`src/rtl/seq_pipe_addsub_pkg.sv`:
```
// Shared types and helpers for the chunked, pipelined add/subtract unit.
// Operand-sized fields live in the stage module because they depend on its parameters.
package seq_pipe_addsub_pkg;

  // Per-stage control bits that travel with each transaction.
  typedef struct packed {
    logic valid;
    logic carry;
    logic sub;
    logic sign_a;
    logic sign_b;
  } stage_ctrl_t;

  function automatic int chunk_width(input int nbits, input int nstages);
    return (nstages > 0) ? nbits / nstages : nbits;
  endfunction

endpackage

```
`src/rtl/seq_pipe_addsub_stage.sv`:
```
// One pipeline stage: adds the lowest pending chunk of A and B' plus the incoming carry,
// and registers the result together with the remaining operand chunks.
module seq_pipe_addsub_stage
  import seq_pipe_addsub_pkg::*;
#(
  parameter int p_nbits   = 8,
  parameter int p_nstages = 2
) (
  input  logic               clk,
  input  logic               reset,
  input  logic               adv,
  input  stage_ctrl_t        prev_ctrl,
  input  logic [p_nbits-1:0] prev_ar,
  input  logic [p_nbits-1:0] prev_b,
  output stage_ctrl_t        ctrl_reg,
  output logic [p_nbits-1:0] ar_reg,
  output logic [p_nbits-1:0] b_reg
);

  localparam int cw = chunk_width(p_nbits, p_nstages);

  logic [cw:0]        chunk_sum;
  logic [p_nbits-1:0] sum_ext;
  logic [p_nbits-1:0] ar_next;
  logic [p_nbits-1:0] b_next;
  stage_ctrl_t        ctrl_next;

  // ar holds unconsumed A chunks at the bottom and finished result chunks at the top;
  // shifting right by one chunk per stage leaves the full result in place after the last one.
  always_comb begin
    chunk_sum = {1'b0, prev_ar[cw-1:0]} + {1'b0, prev_b[cw-1:0]} + {{cw{1'b0}}, prev_ctrl.carry};
    sum_ext = '0;
    sum_ext[cw-1:0] = chunk_sum[cw-1:0];
    ar_next = (prev_ar >> cw) | (sum_ext << (p_nbits - cw));
    b_next = prev_b >> cw;
    ctrl_next = prev_ctrl;
    ctrl_next.carry = chunk_sum[cw];
  end

  always_ff @(posedge clk or negedge reset) begin
    if (!reset) begin
      ctrl_reg <= '0;
      ar_reg   <= '0;
      b_reg    <= '0;
    end else if (adv) begin
      ctrl_reg <= ctrl_next;
      ar_reg   <= ar_next;
      b_reg    <= b_next;
    end
  end

endmodule

```
`src/rtl/seq_pipe_addsub_nstage.sv`:
```
// Pipelined add/subtract with val/rdy handshake; one operand chunk is resolved per stage
// and the carry is registered between stages.
module seq_pipe_addsub_nstage
  import seq_pipe_addsub_pkg::*;
#(
  parameter int p_nbits   = 8,
  parameter int p_nstages = 2
) (
  input  logic               clk,
  input  logic               reset,
  input  logic               in_val,
  output logic               in_rdy,
  input  logic [p_nbits-1:0] in0,
  input  logic [p_nbits-1:0] in1,
  input  logic               sub,
  output logic               out_val,
  input  logic               out_rdy,
  output logic [p_nbits-1:0] out,
  output logic               cout,
  output logic               ovf
);

  localparam int last = p_nstages - 1;

  generate
    if (p_nstages < 1 || (p_nbits % p_nstages) != 0) begin : g_bad_params
      $error("seq_pipe_addsub_nstage: p_nstages must be >= 1 and divide p_nbits");
    end
  endgenerate

  stage_ctrl_t        ctrl_first;
  logic [p_nbits-1:0] b_first;
  stage_ctrl_t        prev_ctrl [p_nstages];
  stage_ctrl_t        ctrl_reg  [p_nstages];
  logic [p_nbits-1:0] prev_ar   [p_nstages];
  logic [p_nbits-1:0] prev_b    [p_nstages];
  logic [p_nbits-1:0] ar_reg    [p_nstages];
  logic [p_nbits-1:0] b_reg     [p_nstages];
  logic [p_nstages-1:0] valid_vec;
  logic [p_nstages-1:0] adv;

  // Subtraction is A + ~B + 1: invert B and inject the 1 as the stage-0 carry.
  always_comb begin
    b_first = sub ? ~in1 : in1;
    ctrl_first = '0;
    ctrl_first.valid  = in_val;
    ctrl_first.carry  = sub;
    ctrl_first.sub    = sub;
    ctrl_first.sign_a = in0[p_nbits-1];
    ctrl_first.sign_b = b_first[p_nbits-1];
  end

  genvar gi;
  generate
    for (gi = 0; gi < p_nstages; gi++) begin : g_stage
      if (gi == 0) begin : g_head
        assign prev_ctrl[gi] = ctrl_first;
        assign prev_ar[gi]   = in0;
        assign prev_b[gi]    = b_first;
      end else begin : g_body
        assign prev_ctrl[gi] = ctrl_reg[gi-1];
        assign prev_ar[gi]   = ar_reg[gi-1];
        assign prev_b[gi]    = b_reg[gi-1];
      end

      assign valid_vec[gi] = ctrl_reg[gi].valid;
      // Stage gi may move unless it and every stage after it are full while the consumer stalls.
      assign adv[gi] = out_rdy | ~(&valid_vec[last:gi]);

      seq_pipe_addsub_stage #(
        .p_nbits   (p_nbits),
        .p_nstages (p_nstages)
      ) u_stage (
        .clk       (clk),
        .reset     (reset),
        .adv       (adv[gi]),
        .prev_ctrl (prev_ctrl[gi]),
        .prev_ar   (prev_ar[gi]),
        .prev_b    (prev_b[gi]),
        .ctrl_reg  (ctrl_reg[gi]),
        .ar_reg    (ar_reg[gi]),
        .b_reg     (b_reg[gi])
      );
    end
  endgenerate

  assign in_rdy  = adv[0];
  assign out_val = ctrl_reg[last].valid;
  assign out     = ar_reg[last];
  assign cout    = ctrl_reg[last].carry;
  assign ovf     = (ctrl_reg[last].sign_a == ctrl_reg[last].sign_b) &&
                   (ar_reg[last][p_nbits-1] != ctrl_reg[last].sign_a);

endmodule

```
`config.mk`:
```
export PLATFORM = sky130hd
export DESIGN_NAME = seq_pipe_addsub_nstage
export DESIGN_NICKNAME = d
export VERILOG_FILES = /design/src/rtl/seq_pipe_addsub_pkg.sv /design/src/rtl/seq_pipe_addsub_stage.sv /design/src/rtl/seq_pipe_addsub_nstage.sv
export SDC_FILE = /design/constraint.sdc
export NUM_CORES = 1
export LEC_CHECK = 0
export ABC_AREA = 1
export BUFFER_PORTS_ARGS = -buffer_cell sky130_fd_sc_hd__buf_2
export CORE_MARGIN = 2
export CORE_UTILIZATION = 34
export CTS_CLUSTER_DIAMETER = 80
export CTS_CLUSTER_SIZE = 28
export DETAILED_ROUTE_END_ITERATION = 8
export GPL_TIMING_DRIVEN = 1
export PLACE_DENSITY = 0.61
export SETUP_SLACK_MARGIN = 0.05
export SYNTH_ARGS = -nofsm -noshare
export SYNTH_HDL_FRONTEND = slang
export SYNTH_SLANG_ARGS = --single-unit
```
`constraint.sdc`:
```
create_clock -name clk -period 2.05 [get_ports clk]
set_input_delay 0.1025 -clock clk [delete_from_list [all_inputs] [get_ports clk]]
set_output_delay 0.1025 -clock clk [all_outputs]
set_load 0.05 [all_outputs]
```
# Word-level counts from Yosys, hierarchy flattened
# Cells that the tools add are included.
[totals]
mem_bits_rw = 0
word_cells = 27
output_inout_bits = 12
latchBits = 0
ff_bits = 28
input_bits = 21
romBits = 0
mem_count = 0
[classes]
n_shift = 0
n_mux = 1
n_addsub = 4
n_div = 0
magnitude_cmp = 0
bitwise_logic = 7
reduce_logical = 2
n_mul = 0
n_eq_ne = 2
[op_table]
columns = ["op", "n"]
rows = [
  ["$or A4 B8 Y8", 2],
  ["$add A4 B4 Y5", 2],
  ["$add A5 B1 Y5", 2],
  ["$mux W8", 1],
  ["$not A8 Y8", 1],
  ["$not A1 Y1", 2],
  ["$or A1 B1 Y1", 2],
  ["$reduce_and A2 Y1", 1],
  ["$eq A1 B1 Y1", 1],
  ["$logic_and A1 B1 Y1", 1],
  ["$ne A1 B1 Y1", 1],
]

# Longest topological paths before layout
# Gate-level depths: netlist (run 1).
[depth]
depth_word = 5
ltp_mapped = 10
depth_no_buf = 9

# Modules after synthesis
# A second synthesis (run 1) with hierarchy kept.
[unflattened]
cells_unflattened = 218
area_unflattened_um2 = 1796.7
[modules_own_cells]
columns = ["mod", "instances", "cells_each", "area_per_inst_um2", "seq_area_each_um2"]
rows = [
  ["seq_pipe_addsub_stage (g_stage[0].u_stage)", 1, 99, 839.6, 425.4],
  ["seq_pipe_addsub_stage (g_stage[1].u_stage)", 1, 97, 825.8, 425.4],
  ["seq_pipe_addsub_nstage", 1, 22, 131.4, 0.0],
]

# Least setup slack after synthesis (run 1)
# No wires, ideal clock.
[synth_timing]
path_type = "register to register"
start = "reg g_stage[1].u_stage.ctrl_reg[4] (netlist name)"
end = "reg g_stage[0].u_stage.ctrl_reg[3] (netlist name)"
slack_ns = 0.582
stages_incl_launch_ff = 6
path_buffers = 0
setup_time_ns = 0.121
period_less_slack_ns = 1.468
arrival_time_ns = 1.348
path_cell_list = "dfrtp_1 nand2_4 nor2_8 inv_2 nor2_1 nor2_1"
[synth_between]
elab_chain_len = 3
[synth_rtl]
columns = ["element", "line", "text"]
rows = [
  ["$reduce_and A2 Y1", "seq_pipe_addsub_nstage.sv:68", "assign adv[gi] = out_rdy | ~(&valid_vec[last:gi]);"],
  ["$not A1 Y1", "seq_pipe_addsub_nstage.sv:68", ""],
  ["$or A1 B1 Y1", "seq_pipe_addsub_nstage.sv:68", ""],
  ["via in_rdy", "seq_pipe_addsub_nstage.sv:12", "output logic in_rdy,"],
]
# The timed path passes the listed nets, and every way through them passes these cells.
# A chain may end at the register's enable or synchronous reset.

# Worst setup path after layout (run 1)
[layout_timing]
start = "reg g_stage[1].u_stage.ctrl_reg[4] (netlist name)"
end = "out in_rdy"
[layout_between]
elab_chain_len = 3
[layout_rtl]
columns = ["element", "line"]
rows = [
  ["$reduce_and A2 Y1", "seq_pipe_addsub_nstage.sv:68"],
  ["$not A1 Y1", "seq_pipe_addsub_nstage.sv:68"],
  ["$or A1 B1 Y1", "seq_pipe_addsub_nstage.sv:68"],
  ["to (decl)", "seq_pipe_addsub_nstage.sv:12"],
]
# Every way passes these cells.

==> impl_metrics.tcl, run 1 <==
set metrics [dict create \
    n_fill_cell 419 \
    drtIter0Drc 28 \
    cp_max_fo 19 \
    power_frac_comb 0.386 \
    maxCapViolCount 0 \
    htree_levels 1 \
    seqPwrFrac 0.414 \
    cp-startpoint "g_stage[1].u_stage.ctrl_reg[4]$_DFFE_PN0P_" \
    p_per_area_nw_per_um2 1034 \
    setup_ws_ns 0.4086 \
    grt_use_total 0.1230 \
    final_cell_mix "buf_2 (32), nand2_1 (31), dfrtp_1 (26), inv_1 (13)" \
    antenna_found_initial 0 \
    r2r-start "g_stage[0].u_stage.ctrl_reg[3]$_DFFE_PN0P_" \
    layout.nets 202 \
    syn_inst 145 \
    fp.dieArea_um2 4643 \
    start_util 0.3522 \
    worstHoldStart "in_val" \
    grt_pass1_wl_mm 4.181 \
    grt_max_degree 27 \
    wl_per_cell_um 11.49 \
    area_growth_pct 13.86 \
    fin_area_um2 1593 \
    fmax_ghz 0.6092 \
    switching_power_w 0.0006639 \
    setup_viol 0 \
    postRouteAntennaNets 0 \
    ys_ff_latch 26 \
    row_count 23 \
    synth_area_leader_cell "dfrtp_1" \
    relSlewSlack 0.6168 \
    crit_type "reg -> out" \
    path_clk_slew_ns 0.09 \
    synth_top_area_share 0.4651 \
    hold_viol_final 0 \
    timing.setup.tns_ns 0 \
    status "finished, final reports clean" \
    start_kind "flip-flop" \
    grt_pass1_vias 945 \
    layout_commonest_cell "buf_2" \
    die_w_um 68.14 \
    arrival_ns 1.54 \
    power_leakage_nw 0.8064 \
    clk_latency_ns 0.27 \
    firstDrtPassIters 4 \
    io_pins 33 \
    cts_tree "yes" \
    pre_cts_slack_ns 0.5091 \
    core-area_um2 3971 \
    place.gp.congestion 0.7258 \
    dpl-instance-area_um2 1528 \
    die_h_um 68.14 \
    antennaDiodeCount 0 \
    endpoint_kind "primary output" \
    drive_above_1_share 0.2632 \
    drc 0 \
    synth.distinct_cells 23 \
    vdd_drop_max_v 0.0003237 \
    cts_buffers 3 \
    viasPerCell 4.376 \
    p_sw_frac 0.4029 \
    fin_crit_ns 1.641 \
    dpl.hpwl_mm 1.897 \
    clockBufferDepth 2 \
    hp-class "in -> reg" \
    synth_area_um2 1399 \
    yosysWarnings 0 \
    final_max_slew_viol_count 0 \
    clock-sinks 26 \
    largest_reg_flops 16 \
    synth.avg_cell_area_um2 9.647 \
    num_vias 967 \
    required_ns 1.95 \
    postRouteWirelength_mm 2.539 \
    root_buffer "clkbuf_8" \
    port_buffers 32 \
    clkPwrFrac 0.201 \
    regArea_um2 650.6 \
    synth_area_leaders "dfrtp_1 (47%), nand2_1 (8.3%), ha_1 (5.4%)" \
    timing.final.crit_share 0.8007 \
    multiInputGateArea_um2 601.8 \
    worstMarginPinSlew_ns 0.5748 \
    grt-ovfl-total 0 \
    ys_seq_area_frac 0.4651 \
    grt_setup_unrepaired "no" \
    finClkSkew_ns 0.001691 \
    internal-power_w 0.0009837 \
    synth_nets 175 \
]
-- critical path: stages, from the launching register on --
cell and delay [ns]:
dfrtp_1 0.42, nand2_4 0.18, nor2_8 0.26, inv_2 0.16, buf_2 0.24
-- metrics by stage --
stage                     power [W]  hold WS [ns]    util  std cells
final                      0.001648       0.01521  0.4011        221
after global routing       0.001764      0.006134  0.4011        221
after CTS                  0.001674       0.01243  0.4011        221
after detailed placement   0.001337        0.1434  0.3847        216
after global placement     0.001323        0.1351  0.3847        216
after floorplan            0.001259       -0.1931       -        145
-- power groups by stage --
| stage | Clock, W | Sequential [W] | Combinational [W] |
|---|---|---|---|
| finish | 0.000331 | 0.000682 | 0.000635 |
| global route | 0.000364 | 0.000700 | 0.000700 |
| CTS | 0.000343 | 0.000684 | 0.000646 |
| detailed placement | 0 | 0.000694 | 0.000643 |
| global placement | 0 | 0.000689 | 0.000634 |
| floorplan | 0 | 0.000704 | 0.000555 |
-- synth_stat cells, drive strengths merged --
master,instances
ha,6
nor3,1
o21ai,12
a21oi,10
fa,3
nor2,10
inv,14
nand3,4
xnor2,6
mux2,4
or2,1
dfrtp,26
nand3b,1
xor2,4
nand2,32
buf,11
-- layer usage --
metal  global-route usage  wire, um  up-vias
met4              0.06000        48        0
met5                    0         0        -
met2               0.2002      1129       28
li1                     -         -      502
met1               0.1544      1219      433
met3              0.02632       141        4
-- cells by family after synthesis --
kind of cell,count (synthesis),synth area share
buf+inv,25,0.1046
compound gates,22,0.08140
xor+xnor,10,0.06261
flops,26,0.4651
mux,4,0.03220
fa+ha+maj,9,0.09660
simple gates,49,0.1574
-- cell type report --
type,instances,share of cell area
flip-flops and latches,26,0.4085
multi-input cells,94,0.3778
repair buffers,33,0.1068
well taps,50,0.03928
clock buffers,4,0.03456
inverters,14,0.03299
-- repair_timing --
action                    CTS  global route
gates resized for setup     0             0
hold buffers                1             0
buffers inserted            0             0
hold endpoints to repair   26             0
-- worst paths after layout --
kind	to	slack [ns]	cells after the start
setup / recovery	in_rdy	0.41	4
hold / removal	g_stage[0].u_stage.ctrl_reg[4]$_DFFE_PN0P_	0.02	2
setup reg to reg	g_stage[1].u_stage.ctrl_reg[3]$_DFFE_PN0P_	0.49	6
hold reg to reg	g_stage[0].u_stage.ar_reg[7]$_DFFE_PN0P_	0.49	2
max in group asynchronous	g_stage[0].u_stage.ctrl_reg[0]$_DFFE_PN0P_	1.31	2
min in group asynchronous	g_stage[1].u_stage.ar_reg[5]$_DFFE_PN0P_	0.36	2
No activity file was read; power rests on OpenSTA's default activity.
==> inputs of run 2 (changes only) <==
- ABC_AREA: 1 -> 0
- PLACE_DENSITY: 0.61 -> 0.63
- clock period: 2.05 -> 1.4 ns (I/O delays scaled with it)
==> run 2 against run 1 <==
Compared with the run above:
- the run now ends with negative setup slack left
- first-iteration DRC count down 61%
- sequential power up 50%
- worst hold slack lost 0.012 ns
- area after synthesis down 2.6%
- sequential share of layout area shrank 3.1 points
- highest routed layer unchanged
- clock power is 45% higher
- largest cell class unchanged
- clock skew rose by 0.0012 ns
- combinational power grew 59%
- total power up 52%
==> impl_metrics.tcl, run 2 <==
set metrics [dict create \
    status "finished with violations" \
    violations "negative setup slack" \
    die_h_um 67.31 \
    core-area_um2 3914 \
    arrival_ns 1.71 \
    die_w_um 67.31 \
    pre_cts_slack_ns -0.1434 \
    ys_ff_latch 26 \
    crit_top_cell "fa_2" \
    fmax_ghz 0.6611 \
    viasPerCell 4.293 \
    root_buffer "clkbuf_8" \
    holdWs_ns 0.003463 \
    synthFlopType "dfrtp_1" \
    synth.avg_cell_area_um2 10.32 \
    yosysWarnings 0 \
    synth_nets 162 \
    hold_viol_final 0 \
    final_cell_mix "buf_2 (31), nand2_1 (26), dfrtp_1 (25), nor2_1 (11), a21oi_1 (9)" \
    relSlewSlack 0.6211 \
    layout.nets 196 \
    setup_viol 4 \
    fin_cells 215 \
    synthArstFlopShare 1.000 \
    postRouteWirelength_mm 2.501 \
    wl_per_cell_um 11.63 \
    grt-ovfl-total 0 \
    timing.setup.tns_ns -0.2534 \
    synth_edf_count 0 \
    regArea_um2 651.9 \
    final_max_slew_viol_count 0 \
    ys_seq_area_frac 0.4775 \
    htree_levels 1 \
    synth_area_leader_cell "dfrtp_1" \
    firstDrtPassIters 4 \
    maxCapViolCount 0 \
    endpoint_kind "flip-flop" \
    fp.dieArea_um2 4530 \
    cp_max_fo 2 \
    row_count 23 \
    regToRegSetupSlack_ns -0.11 \
    max_stage_delay_ns 0.43 \
    place.gp.congestion 0.7319 \
    synth_top_area_share 0.4775 \
    timing.final.crit_share 1.080 \
    met1_usage 0.1698 \
    worstMarginPinSlew_ns 0.5684 \
    drive_above_1_share 0.3636 \
    n_fill_cell 409 \
    required_ns 1.60 \
    fin_crit_ns 1.513 \
    setup_ws_ns -0.1126 \
    power_leakage_nw 0.8574 \
    layout_commonest_cell "buf_2" \
    dp.cells 206 \
    cts_buffers 3 \
    largest_reg_flops 16 \
    dpl.hpwl_mm 1.810 \
    grt_max_degree 27 \
    port_buffers 32 \
    path_clk_slew_ns 0.09 \
    synth_area_leaders "dfrtp_1 (48%), nand2_1 (7.4%), ha_1 (5.5%)" \
    drc 0 \
    syn_inst 132 \
    finClkSkew_ns 0.002881 \
    p_per_area_nw_per_um2 1450 \
    critical_path.cell_chain "fa_2 > inv_2 > fa_2 > a21oi_2" \
    multiInputGateArea_um2 638.1 \
    cts_tree "yes" \
    grt_setup_unrepaired "yes" \
    clk_latency_ns 0.27 \
    synth.distinct_cells 20 \
    io_pins 33 \
    clock-sinks 26 \
    vdd_drop_max_v 0.0004102 \
    antenna_found_initial 0 \
    grt_use_met2 0.2005 \
    start_kind "flip-flop" \
    synth_area_um2 1363 \
    clockBufferDepth 2 \
    grt_pass1_wl_mm 4.312 \
    path_delay_family "adder cells" \
    worst-path-buf-inv 1 \
    antennaDiodeCount 0 \
    postRouteAntennaNets 0 \
    yosysMostFrequentCell "nand2_1" \
    synth_common_cells "nand2_1 (27), dfrtp_1 (26), a21oi_1 (11), nor2_1 (11), buf_4 (8)" \
    p_total_w 0.002507 \
    grt_use_total 0.1273 \
    hp-class "in -> reg" \
    crit_type "reg -> reg" \
    grt_busiest_layer "met2" \
    start_util 0.3481 \
    num_vias 923 \
    area_growth_pct 26.91 \
    grtUsageMet3 0.02167 \
    grt_pass1_vias 945 \
    drtIter0Drc 11 \
    crit_slowest_cell "fa_2" \
]
[run 2: cell types whose count changed after synthesis, moves of 4 or more]
cell,before,now
inv_1,13,3
nand2_1,31,27
nand3_1,4,0
o21ai_0,10,5
[run 2: layout make-up]
class | count | area share
Sequential cell | 26 | 0.3770
Tap cell | 50 | 0.03618
Multi-Input combinational cell | 90 | 0.3690
Inverter | 3 | 0.006512
Clock buffer | 4 | 0.03184
Timing Repair Buffer | 42 | 0.1795
[run 2: per-layer routing]
layer	share of wire	vias up
met1	0.47	413
met4	0.020	0
met5	0	-
met3	0.047	5
li1	-	483
met2	0.46	22
[run 2: repair_timing]
item	in CTS	in global routing
endpoints found under the setup margin	5	5
gates resized for setup	6	2
cloned	1	1
pin swaps	6	4
hold endpoints to repair	27	0
setup buffers	1	0
hold buffers	2	0
[run 2: power by group]
part | switching, W | internal [W]
clock | 0.000229 | 0.000252
sequential | 0.000101 | 0.000914
combinational | 0.000651 | 0.000359
[run 2: final timing paths]
| path | start | endpoint | cells past startpoint |
|---|---|---|---|
| worst max-delay path | g_stage[0].u_stage.b_reg[0]$_DFFE_PN0P_ | g_stage[1].u_stage.ar_reg[5]$_DFFE_PN0P_ | 4 |
| worst min-delay path | in0[5] | g_stage[0].u_stage.ar_reg[1]$_DFFE_PN0P_ | 3 |
| worst max register to register | g_stage[0].u_stage.b_reg[0]$_DFFE_PN0P_ | g_stage[1].u_stage.ar_reg[5]$_DFFE_PN0P_ | 4 |
| worst min register to register | g_stage[1].u_stage.ar_reg[1]$_DFFE_PN0P_ | g_stage[1].u_stage.ar_reg[1]$_DFFE_PN0P_ | 2 |
| max in group asynchronous | reset | g_stage[1].u_stage.ctrl_reg[4]$_DFFE_PN0P_ | 2 |
| min in group asynchronous | reset | g_stage[0].u_stage.ar_reg[2]$_DFFE_PN0P_ | 2 |
[run 2: metrics by stage]
| step | area, um2 | util |
|---|---|---|
| after CTS | 1694 | 0.4329 |
| after detailed placement | 1560 | 0.3987 |
| after global placement | 1560 | 0.3987 |
| final | 1729 | 0.4418 |
| after global routing | 1729 | 0.4418 |
| after floorplan | 1390 | - |
[run 2: kinds of logic (layout without fill, tap and decap cells)]
logic type,Yosys count,after routing,synth area share
compound gates,20,20,0.09090
xor+xnor,12,12,0.07713
fa+ha+maj,9,9,0.09917
buf+inv,16,49,0.07254
flops,26,26,0.4775
mux,6,6,0.05509
simple gates,43,43,0.1276
[run 2: worst min-delay path, stage by stage]
cell	delay, ns
buf_2	0.08
nand2_1	0.04
o21ai_0	0.06
